==> config.mk <==
export PLATFORM = sky130hd
export DESIGN_NAME = rom_loader
export DESIGN_NICKNAME = d
export VERILOG_FILES = /design/src/rtl/rom_loader.sv
export SDC_FILE = /design/constraint.sdc
export NUM_CORES = 1
export LEC_CHECK = 0
export ABC_AREA = 1
export BUFFER_PORTS_ARGS = -buffer_cell sky130_fd_sc_hd__buf_2
export CORE_MARGIN = 2
export CORE_UTILIZATION = 55
export DETAILED_ROUTE_END_ITERATION = 8
export MAX_ROUTING_LAYER = met4
export PLACE_DENSITY = 0.85
export SLEW_MARGIN = 20
export SYNTH_ARGS = -nofsm -noshare
export SYNTH_HDL_FRONTEND = slang
export SYNTH_SLANG_ARGS = --single-unit
==> constraint.sdc <==
create_clock -name clk -period 4.1 [get_ports clk]
set_input_delay 1.23 -clock clk [delete_from_list [all_inputs] [get_ports clk]]
set_output_delay 1.23 -clock clk [all_outputs]
set_load 0.02 [all_outputs]
==> src/rtl/rom_loader.sv <==
// Streams a length-prefixed, checksummed byte image into a word-wide ROM write port,
// holding the core while the load is in progress.
module rom_loader #(
  parameter int unsigned ROM_ADDR_WIDTH = 12,
  parameter int unsigned TIMEOUT        = 1000000
) (
  input  logic        clk,
  input  logic        rst,
  input  logic        start_i,
  input  logic        byte_valid_i,
  input  logic [7:0]  byte_data_i,
  output logic        byte_ready_o,
  output logic        wr_en_o,
  output logic [31:0] wr_addr_o,
  output logic [31:0] wr_data_o,
  output logic        cpu_hold_o,
  output logic        busy_o,
  output logic        done_o,
  output logic        err_o
);

  localparam int unsigned MaxWords = 1 << (ROM_ADDR_WIDTH - 2);
  localparam logic [31:0] TmoLast  = 32'(TIMEOUT - 1);

  typedef enum logic [2:0] {StIdle, StLen0, StLen1, StData, StCsum} state_e;

  state_e      state_q, state_d;
  logic [15:0] len_q, len_d;
  logic [1:0]  byte_cnt_q, byte_cnt_d;
  logic [15:0] word_idx_q, word_idx_d;
  logic [23:0] word_q, word_d;
  logic [7:0]  csum_q, csum_d;
  logic [31:0] tmo_q, tmo_d;
  logic        err_q, err_d;
  logic        done_q, done_d;
  logic        wr_en_q, wr_en_d;
  logic [31:0] wr_addr_q, wr_addr_d;
  logic [31:0] wr_data_q, wr_data_d;

  logic        busy;
  logic        accept;
  logic [15:0] new_len;

  assign busy    = (state_q != StIdle);
  assign accept  = byte_valid_i && busy;
  assign new_len = {byte_data_i, len_q[7:0]};

  always_comb begin
    state_d    = state_q;
    len_d      = len_q;
    byte_cnt_d = byte_cnt_q;
    word_idx_d = word_idx_q;
    word_d     = word_q;
    csum_d     = csum_q;
    tmo_d      = tmo_q;
    err_d      = err_q;
    done_d     = 1'b0;
    wr_en_d    = 1'b0;
    wr_addr_d  = wr_addr_q;
    wr_data_d  = wr_data_q;

    case (state_q)
      StIdle: begin
        if (start_i) begin
          state_d    = StLen0;
          len_d      = '0;
          byte_cnt_d = '0;
          word_idx_d = '0;
          word_d     = '0;
          csum_d     = '0;
          tmo_d      = '0;
          err_d      = 1'b0;
        end
      end
      StLen0: begin
        if (accept) begin
          len_d[7:0] = byte_data_i;
          state_d    = StLen1;
        end
      end
      StLen1: begin
        if (accept) begin
          len_d = new_len;
          if (new_len == 16'd0 || 32'(new_len) > MaxWords) begin
            err_d   = 1'b1;
            state_d = StIdle;
          end else begin
            state_d = StData;
          end
        end
      end
      StData: begin
        if (accept) begin
          csum_d     = csum_q + byte_data_i;
          byte_cnt_d = byte_cnt_q + 2'd1;
          word_d     = {byte_data_i, word_q[23:8]};
          if (byte_cnt_q == 2'd3) begin
            // Write is registered, so it lands the cycle after the 4th byte, even into CSUM.
            wr_en_d    = 1'b1;
            wr_addr_d  = {14'd0, word_idx_q, 2'b00};
            wr_data_d  = {byte_data_i, word_q};
            word_idx_d = word_idx_q + 16'd1;
            if (word_idx_q + 16'd1 == len_q) begin
              state_d = StCsum;
            end
          end
        end
      end
      StCsum: begin
        if (accept) begin
          if (byte_data_i == csum_q) begin
            done_d = 1'b1;
          end else begin
            err_d = 1'b1;
          end
          state_d = StIdle;
        end
      end
      default: state_d = StIdle;
    endcase

    // An accepted byte always beats a timeout expiring in the same cycle.
    if (busy) begin
      if (accept) begin
        tmo_d = '0;
      end else if (tmo_q == TmoLast) begin
        tmo_d   = '0;
        err_d   = 1'b1;
        state_d = StIdle;
      end else begin
        tmo_d = tmo_q + 32'd1;
      end
    end
  end

  always_ff @(posedge clk) begin
    if (rst) begin
      state_q    <= StIdle;
      len_q      <= '0;
      byte_cnt_q <= '0;
      word_idx_q <= '0;
      word_q     <= '0;
      csum_q     <= '0;
      tmo_q      <= '0;
      err_q      <= 1'b0;
      done_q     <= 1'b0;
      wr_en_q    <= 1'b0;
      wr_addr_q  <= '0;
      wr_data_q  <= '0;
    end else begin
      state_q    <= state_d;
      len_q      <= len_d;
      byte_cnt_q <= byte_cnt_d;
      word_idx_q <= word_idx_d;
      word_q     <= word_d;
      csum_q     <= csum_d;
      tmo_q      <= tmo_d;
      err_q      <= err_d;
      done_q     <= done_d;
      wr_en_q    <= wr_en_d;
      wr_addr_q  <= wr_addr_d;
      wr_data_q  <= wr_data_d;
    end
  end

  assign byte_ready_o = busy;
  assign busy_o       = busy;
  assign cpu_hold_o   = busy;
  assign done_o       = done_q;
  assign err_o        = err_q;
  assign wr_en_o      = wr_en_q;
  assign wr_addr_o    = wr_addr_q;
  assign wr_data_o    = wr_data_q;

endmodule
---- After elaboration in Yosys (flattened, before gate mapping) ----
Cells that the tools add are included.
storage, ports and cells
  flip-flop bits (word level) ............. 152
  input bits .............................. 12
  output and inout bits ................... 70
  logic and storage cells ................. 98
operators by class
  add/sub/neg operators ................... 4
  magnitude comparators ................... 1
  eq/ne operators ......................... 13
  mux-type cells .......................... 45
  bitwise logic cells ..................... 4
  reductions and logical operators ........ 18
operators by type and width
  kind                                                             number
  2-to-1 mux 32 bit                                                5
  2-to-1 mux 16 bit                                                4
  2-to-1 mux 24 bit                                                2
  case mux 24 bit (2 select lines)                                 1
  adder 32 x 1 -> 32 bit, second input constant                    1
  equality test 32 x 20 -> 1 bit, second input constant            1
  case mux 16 bit (2 select lines)                                 1
  case mux 8 bit (2 select lines)                                  2
  2-to-1 mux 3 bit                                                 10
  2-to-1 mux 8 bit                                                 3
  case mux 8 bit (3 select lines)                                  1
  adder 16 x 1 -> 16 bit, second input constant                    1
  equality test 16 bit                                             1
  greater-than comparator 16 x 11 -> 1 bit, second input constant  1
  zero test 16 bit                                                 1
  case mux 3 bit (5 select lines)                                  1
  2-to-1 mux 1 bit                                                 10
  inequality test 2 bit, second input constant                     5
  nonzero test 2 bit                                               5
  AND reduction 3 bit                                              3
  adder 8 bit                                                      1
  equality test 8 bit                                              1
  AND reduction 4 bit                                              2
  equality test 3 x 2 -> 1 bit, second input constant              2
  other kinds (14)                                                 20

---- Depth between registers and ports, before layout ----
Gate-level depths: netlist (run 1).
  depth after elaboration ................. 9
  mapped depth ............................ 14
  mapped depth without buffers ............ 14

---- Least setup slack after synthesis (run 1) ----
OpenSTA, ideal clock, no wires.
  path kind ............................... input to register
  start ................................... in byte_data_i[0]
  end ..................................... reg csum_q[6]
  library setup time ...................... 0.070 ns
  arrival ................................. 2.622 ns
  required time ........................... 4.030 ns
  slack ................................... 1.408 ns
  stages on the path ...................... 13
  buffers on the path ..................... 0
  path through ............................ ha_1 fa_1 nand2_1 inv_1 o21ai_0 nand2_1 nand2_1 nand2_1 a21oi_1 nor2_1 nor2_1 nand2_1 a21oi_1
on the way
  cells in the longest elaborated chain, start to end .. 3
RTL lines
  item                             RTL line  text
  from (decl)                      11        input logic [7:0] byte_data_i,
  adder 8 bit                      94        csum_d = csum_q + byte_data_i;
  2-to-1 mux 8 bit                 93        if (accept) begin
  case mux 8 bit (2 select lines)  62        case (state_q)
  to (signal assigned)             156       csum_q <= csum_d;
  to (decl)                        32        logic [7:0] csum_q, csum_d;
Every way passes these cells. The select of a mux whose other input is x is not followed.
A chain may end at the register's enable or synchronous reset.

---- Worst setup path in the final report (run 1) ----
  start ................................... reg state_q[0]
  end ..................................... out cpu_hold_o
on the way
  cells in the longest elaborated chain, start to end .. 1
RTL lines
  item                    RTL line  text
  from (decl)             27        state_e state_q, state_d;
  from (signal assigned)  138       state_q <= StIdle;
  from (signal assigned)  151       state_q <= state_d;
  nonzero test 3 bit      44        assign busy = (state_q != StIdle);
  to (decl)               16        output logic cpu_hold_o,
Every way passes these cells.

==> metrics.cfg, run 1 <==
[cts]
cts_inserted_buffers = 17
tritoncts = built
clkTransAtPathRegs_ns = 0.06
post_cts_resize_count = 0
ctsRootBufferMaster = sky130_fd_sc_hd__clkbuf_16
count_of_hold_buffers_inserted_by_post_cts_repair = 0
clock_sinks = 152
post-cts-setup-buffers = 0
bufs_on_longest_clock_path = 2
worst_skew_pair.late_latency_ns = 0.43
htree_num_levels = 4

[layout]
fraction_of_layout_instances_using_a_drive_strength_above_1 = 0.112
final_cell_count_no_fill = 1272
final.fill_count = 1114
antenna-diode-count = 0
final_design_area_no_fill_sq_mm = 0.00823
nets = 1112
syn2layout_area_growth_pct = 13.3

[die]
floorplan.rows = 41
die_width_um = 119
die_area_sq_mm = 0.0141
fp.dieH_um = 119
design.portCount = 82
initial_core_utilization = 0.569
fp.coreArea_sq_mm = 0.0128

[synth]
synth_seq_cells = 152
yosysWarnings = 0
synthDominantCellAreaShare = 0.419
ys_types = 41
synth_edf_count = 0
post-synth-top-count-cell = sky130_fd_sc_hd__nand2_1
syn_inst = 1041
sequential_fraction_of_the_synthesis_area = 0.419
synth_ff_type = sky130_fd_sc_hd__dfxtp_1
post-synth-top-area-cell = sky130_fd_sc_hd__dfxtp_1
synth_area_leaders = sky130_fd_sc_hd__dfxtp_1 (42%), sky130_fd_sc_hd__nand2_1 (12%), sky130_fd_sc_hd__a21oi_1 (7.9%), sky130_fd_sc_hd__nor2_1 (7.3%), sky130_fd_sc_hd__o21ai_0 (5.0%)
post_synth_design_cell_area_sq_mm = 0.00726
synth_commonest_cells = sky130_fd_sc_hd__nand2_1 (236), sky130_fd_sc_hd__dfxtp_1 (152), sky130_fd_sc_hd__nor2_1 (142)
asyncSetResetFlopFracSynth = 0
syn-mean-instance-area_sq_um = 6.98

[critical_path]
r2r_start = state_q[1]
worstReg2RegEnd = word_idx_q[5]
required_ns = 2.87
worst_ep_arrival_time_ns = 1.52
reg2reg_setup_slack_ns = 1.72
critical_path.max_fanout = 5
startpoint_type_of_the_worst_setup_path = register
timing.critical_path.buf_inv = 3
cp_cell_sequence = inv_1 > nand2_2 > nor2_2 > inv_1 > buf_2
r2r.worst_path.cells = 10
critical_path_class = reg -> out
cp_slowest_stage_delay_ns = 0.32
slowest_stage = sky130_fd_sc_hd__dfxtp_1
timing.critical_path.mode_cell = sky130_fd_sc_hd__inv_1
worst-path-stages = 5
worst_setup_path_end_kind = output port
critPathTopFamily = buffers and inverters

[hold_path]
hold_start = word_q[4]
hold_path_end = word_q[4]
worstHoldPathType = reg -> reg
timing.hold.worst_path_depth = 2

[pwr]
worst_ir_drop_vdd_v = 0.000296
p_sw_frac = 0.233
power.leakage_nw = 3.39
p_int_mw = 2.62
power_per_cell_area_mw_per_mm2 = 415
clockPowerShare = 0.487
switchingPower_mw = 0.795
pwr-share-comb = 0.071
share_seq_of_total_power = 0.443

[place]
port-buffer-count = 65
placed_cells_incl_taps = 1242
postPlaceCellArea_sq_mm = 0.00761
gpl.final_weighted_congestion = 0.912
dp.final_hpwl_mm = 12.1

[job]
drv_cap = 0

[detailed_routing]
routed-via-count = 7055
drt_first_pass_iters = 6
routed_wl_mm = 18.0
antenna_violating_nets_post_route = 0
vias_per_cell = 5.55
detail_route.drc_violations = 0
drtIter0Drc = 618
wl_per_cell_um = 14.1

[sta]
timing.fmax_ghz = 0.364
fin_setup_tns_ns = 0
rsz0062_at_grt = false
min_period_ns = 2.75
timing.max_slew.rel_slack = 0.443
max_slew.worst_pin.slew_ns = 0.835
finalHoldViolations = 0
report.final.slew_viol_count = 0
finalSetupViolCount = 0
finClkSkew_ns = 0.00723
layout_worst_path_cycle_share = 0.671

[global_routing]
grt_use_total = 0.267
via_count_of_the_first_global_routing_pass = 6410
grt-ovfl-total = 0
antenna_found_initial = 0
grt_max_degree = 75
grt_pass1_wl_mm = 30.0

[run_status]
run_status = finished, final reports clean

metrics by stage:
stage	util	worst slack (ns)	total power [mW]	hold WS, ns
4_1_cts	0.644	1.35	3.42	0.465
3_5_place_dp	0.595	0.971	1.78	0.456
3_3_place_gp	0.595	1.04	1.77	0.453
6_report	0.644	1.35	3.42	0.469
5_1_grt	0.644	1.18	3.52	0.502
2_1_floorplan	-	1.41	1.73	0.440
layer usage:
metal  track usage  wire (um)  vias to the layer above
met1         0.345       7950                     3259
met4         0.112        345                        0
li1              -          -                     3476
met3        0.0536       1340                       34
met5             -          0                        -
met2         0.408       8330                      286
state kept, by name, indices dropped and copies added, names as in the netlist:
name	flops
tmo_q	32
wr_data_o	32
word_q	24
len_q	16
word_idx_q	16
wr_addr_o	16
csum_q	8
state_q	3
byte_cnt_q	2
done_o	1
err_o	1
wr_en_o	1
worst max path at each step:
stage / startpoint / endpoint / slack [ns]
after floorplan: byte_data_i[0] / csum_q[6] / 1.41
after global placement: byte_valid_i / word_idx_q[5] / 1.04
after detailed placement: byte_valid_i / word_idx_q[5] / 0.97
after CTS: state_q[0] / cpu_hold_o / 1.35
after global routing: byte_valid_i / word_idx_q[5] / 1.18
final: state_q[0] / cpu_hold_o / 1.35
logic make-up (layout without fill, tap and decap cells):
logic type               count (synthesis)  count (layout)  synth area share
AND/OR/NAND/NOR                        501             501             0.296
adder cells (fa/ha/maj)                 11              11            0.0200
buffers and inverters                  148             192            0.0904
AO/OA/AOI/OAI                          218             218             0.160
other                                    1              16          0.000516
flip-flops                             152             152             0.419
XOR/XNOR                                10              10            0.0141
cell type report:
cell class	count	area [sq um]	share of cell area
tap	172	215	0.0261
inverter	91	342	0.0415
multi-input combinational	756	3630	0.441
clock inverter	7	143	0.0173
clock buffer	23	478	0.0581
timing repair buffer	71	383	0.0465
sequential	152	3040	0.370
cell usage in the layout, fill, tap and decap left out, drive strengths merged, types with 4 or more instances in the layout:
master / instances
nand2: 241
dfxtp: 152
nor2: 149
a21oi: 115
inv: 89
o21ai: 77
buf: 71
nand3: 63
clkbuf: 23
nand4: 19
conb: 16
a211oi: 14
nor3: 14
nor4: 11
ha: 10
xor2: 8
o211ai: 4
bufinv: 4
power groups by stage:
stage / clock [mW] / sequential (mW) / combinational, mW
global route: 1.74 / 1.51 / 0.268
floorplan: 0 / 1.54 / 0.190
finish: 1.66 / 1.51 / 0.241
global placement: 0 / 1.54 / 0.230
detailed placement: 0 / 1.54 / 0.235
CTS: 1.67 / 1.51 / 0.237
worst register-to-register path, delay by kind of cell, from the launching register on:
| family | cells | cell delay [ns] |
|---|---|---|
| AND/OR/NAND/NOR | 3 | 0.64 |
| flip-flops | 1 | 0.34 |
| buffers and inverters | 5 | 0.95 |
| AO/OA/AOI/OAI | 2 | 0.37 |
No activity file was read; power rests on OpenSTA's default activity.
==> inputs of run 2 (changes only) <==
clock period = 2.9 ns   (was 4.1 ns; I/O delays follow)
==> metrics.cfg, run 2 (synthesis gave the netlist of run 1 again) <==
[die]
initial_core_utilization = 0.569  ; unchanged
fp.coreArea_sq_mm = 0.0128  ; unchanged
design.portCount = 82  ; unchanged
fp.dieH_um = 119  ; unchanged
floorplan.rows = 41  ; unchanged
die_width_um = 119  ; unchanged
die_area_sq_mm = 0.0141  ; unchanged

[critical_path]
timing.critical_path.mode_cell = sky130_fd_sc_hd__inv_1  ; unchanged
critical_path_class = reg -> out  ; unchanged
crit_start = state_q[0]  ; unchanged
slowest_stage = sky130_fd_sc_hd__dfxtp_1  ; unchanged
cp_slowest_stage_delay_ns = 0.31  ; was 0.32 ns
required_ns = 2.03  ; was 2.87 ns
startpoint_type_of_the_worst_setup_path = register  ; unchanged
worstSetupEndpoint = busy_o  ; was cpu_hold_o
r2r.worst_path.cells = 12  ; was 10
reg2reg_setup_slack_ns = 0.67  ; was 1.72 ns
critical_path.max_fanout = 5  ; unchanged
worst_setup_path_end_kind = output port  ; unchanged
cp_cell_sequence = inv_1 > nand2_2 > nor2_2 > inv_1 > buf_2  ; unchanged
worst-path-stages = 5  ; unchanged
critPathTopFamily = buffers and inverters  ; unchanged
worst_ep_arrival_time_ns = 1.52  ; about the same
r2r_start = word_idx_q[0]  ; was state_q[1]
timing.critical_path.buf_inv = 3  ; unchanged
worstReg2RegEnd = state_q[1]  ; was word_idx_q[5]

[layout]
syn2layout_area_growth_pct = 12.5  ; was 13.3%
mostFrequentLayoutCells = sky130_fd_sc_hd__nand2_1 (236), sky130_fd_sc_hd__dfxtp_1 (152), sky130_fd_sc_hd__nor2_1 (142)  ; unchanged
antenna-diode-count = 0  ; unchanged
final_common_cell = sky130_fd_sc_hd__nand2_1  ; unchanged
fraction_of_layout_instances_using_a_drive_strength_above_1 = 0.115  ; was 0.112
nets = 1114  ; was 1112
final_cell_count_no_fill = 1275  ; was 1272

[cts]
bufs_on_longest_clock_path = 2  ; unchanged
post_cts_resize_count = 0  ; unchanged
tritoncts = built  ; unchanged
clkTransAtPathRegs_ns = 0.06  ; about the same
post-cts-setup-buffers = 0  ; unchanged
htree_num_levels = 4  ; unchanged
ctsRootBufferMaster = sky130_fd_sc_hd__clkbuf_16  ; unchanged
cts_inserted_buffers = 17  ; unchanged
clock_sinks = 152  ; unchanged
count_of_hold_buffers_inserted_by_post_cts_repair = 0  ; unchanged
worst_skew_pair.late_latency_ns = 0.43  ; about the same

[pwr]
p_sw_frac = 0.259  ; was 0.233
switchingPower_mw = 1.16  ; was 0.795 mW
power_per_cell_area_mw_per_mm2 = 550  ; was 415 mW/mm^2
power.leakage_nw = 3.38  ; was 3.39 nW
clockPowerShare = 0.447  ; was 0.487
share_seq_of_total_power = 0.476  ; was 0.443
p_int_mw = 3.33  ; was 2.62 mW
pwr-share-comb = 0.077  ; was 0.071
worst_ir_drop_vdd_v = 0.000440  ; was 0.000296 V
total_power_mw = 4.49  ; was 3.42 mW

[detailed_routing]
wl_per_cell_um = 13.6  ; was 14.1 um
routed-via-count = 6924  ; was 7055
drtIter0Drc = 605  ; was 618
drt_first_pass_iters = 5  ; was 6
routed_wl_mm = 17.3  ; was 18.0 mm
vias_per_cell = 5.43  ; was 5.55
detail_route.drc_violations = 0  ; unchanged
antenna_violating_nets_post_route = 0  ; unchanged

[sta]
fin_setup_tns_ns = 0  ; unchanged
layout_worst_path_cycle_share = 0.823
finClkSkew_ns = 0.00883  ; was 0.00723 ns
rsz0062_at_grt = false  ; unchanged
min_period_ns = 2.39
timing.max_slew.rel_slack = 0.524  ; was 0.443
finalHoldViolations = 0  ; unchanged
report.final.slew_viol_count = 0  ; unchanged
hold_ws_ns = 0.463  ; was 0.469 ns
finalSetupViolCount = 0  ; unchanged
timing.fmax_ghz = 0.419
max_slew.worst_pin.slew_ns = 0.710  ; was 0.835 ns

[hold_path]
worstHoldPathType = reg -> reg  ; unchanged

[global_routing]
antenna_found_initial = 0  ; unchanged
via_count_of_the_first_global_routing_pass = 6338  ; was 6410
grt_use_total = 0.261  ; was 0.267
grt_max_degree = 70  ; was 75
grt-ovfl-total = 0  ; unchanged
grt_pass1_wl_mm = 29.6  ; was 30.0 mm

[place]
placed_cells_incl_taps = 1244  ; was 1242
gpl.final_weighted_congestion = 0.952  ; was 0.912
dp.final_hpwl_mm = 11.9  ; was 12.1 mm
port-buffer-count = 65  ; unchanged

[run_status]
run_status = finished, final reports clean  ; unchanged

[job]
drv_cap = 0  ; unchanged

-- run 2: changes by cell type in the layout (fill, tap and decap cells not counted), sizes merged --
cell      previous run  this run
inv                 89        92
bufinv               4         0
buf                 71        73
clkinvlp             3         2
clkinv               2        10
clkbuf              23        18
-- run 2: power groups by stage --
stage          logic [mW]  registers [mW]  clock network (mW)
2_1_floorplan       0.268            2.18                   0
3_5_place_dp        0.340            2.18                   0
5_1_grt             0.387            2.14                2.12
6_report            0.347            2.14                2.01
3_3_place_gp        0.338            2.18                   0
4_1_cts             0.343            2.14                2.03
-- run 2: how the worst min path moves through the flow --
stage / startpoint / endpoint / slack (ns) / cells after the start
floorplan: word_q[0] / word_q[0] / 0.44 / 2
global placement: csum_q[0] / csum_q[0] / 0.45 / 2
detailed placement: word_q[0] / word_q[0] / 0.46 / 2
CTS: word_q[1] / word_q[1] / 0.47 / 2
global route: csum_q[6] / csum_q[6] / 0.49 / 2
finish: word_q[1] / word_q[1] / 0.46 / 2
-- run 2: worst reg2reg max path, cell delays in order (launching register included) --
cell and delay (ns):
sky130_fd_sc_hd__dfxtp_1 0.56, sky130_fd_sc_hd__ha_1 0.38, sky130_fd_sc_hd__nand3_1 0.16, sky130_fd_sc_hd__inv_1 0.18, sky130_fd_sc_hd__nand3_1 0.09, sky130_fd_sc_hd__nand2_1 0.13, sky130_fd_sc_hd__nand3_1 0.09, sky130_fd_sc_hd__nand2_1 0.07
sky130_fd_sc_hd__nand2_1 0.05, sky130_fd_sc_hd__nor2_1 0.17, sky130_fd_sc_hd__nand3_1 0.10, sky130_fd_sc_hd__nand2_1 0.08, sky130_fd_sc_hd__a21oi_1 0.06
-- run 2: layout make-up --
cell class / count / area (sq um)
Clock buffer: 18 / 439
Clock inverter: 13 / 100
Fill cell: 1176 / 4600
Inverter: 91 / 342
Multi-Input combinational cell: 756 / 3620
Sequential cell: 152 / 3040
Tap cell: 172 / 215
Timing Repair Buffer: 73 / 410
-- run 2: routing by layer --
metal  wire [um]  part of all wire  vias to the layer above  global-route usage
met2        7930              0.46                      267               0.412
met1        7940              0.46                     3132               0.338
met4         291             0.017                        0              0.0796
met3        1180             0.068                       33              0.0551
met5           0                 0                        -                   -
li1            -                 -                     3492                   -
-- run 2: stage by stage --
stage          cell area, sq um   util  worst slack [ns]
3_5_place_dp               7630  0.597             0.303
4_1_cts                    8170  0.640             0.507
6_report                   8170  0.640             0.514
5_1_grt                    8170  0.640             0.373
2_1_floorplan              7320      -             0.568
3_3_place_gp               7630  0.597             0.335
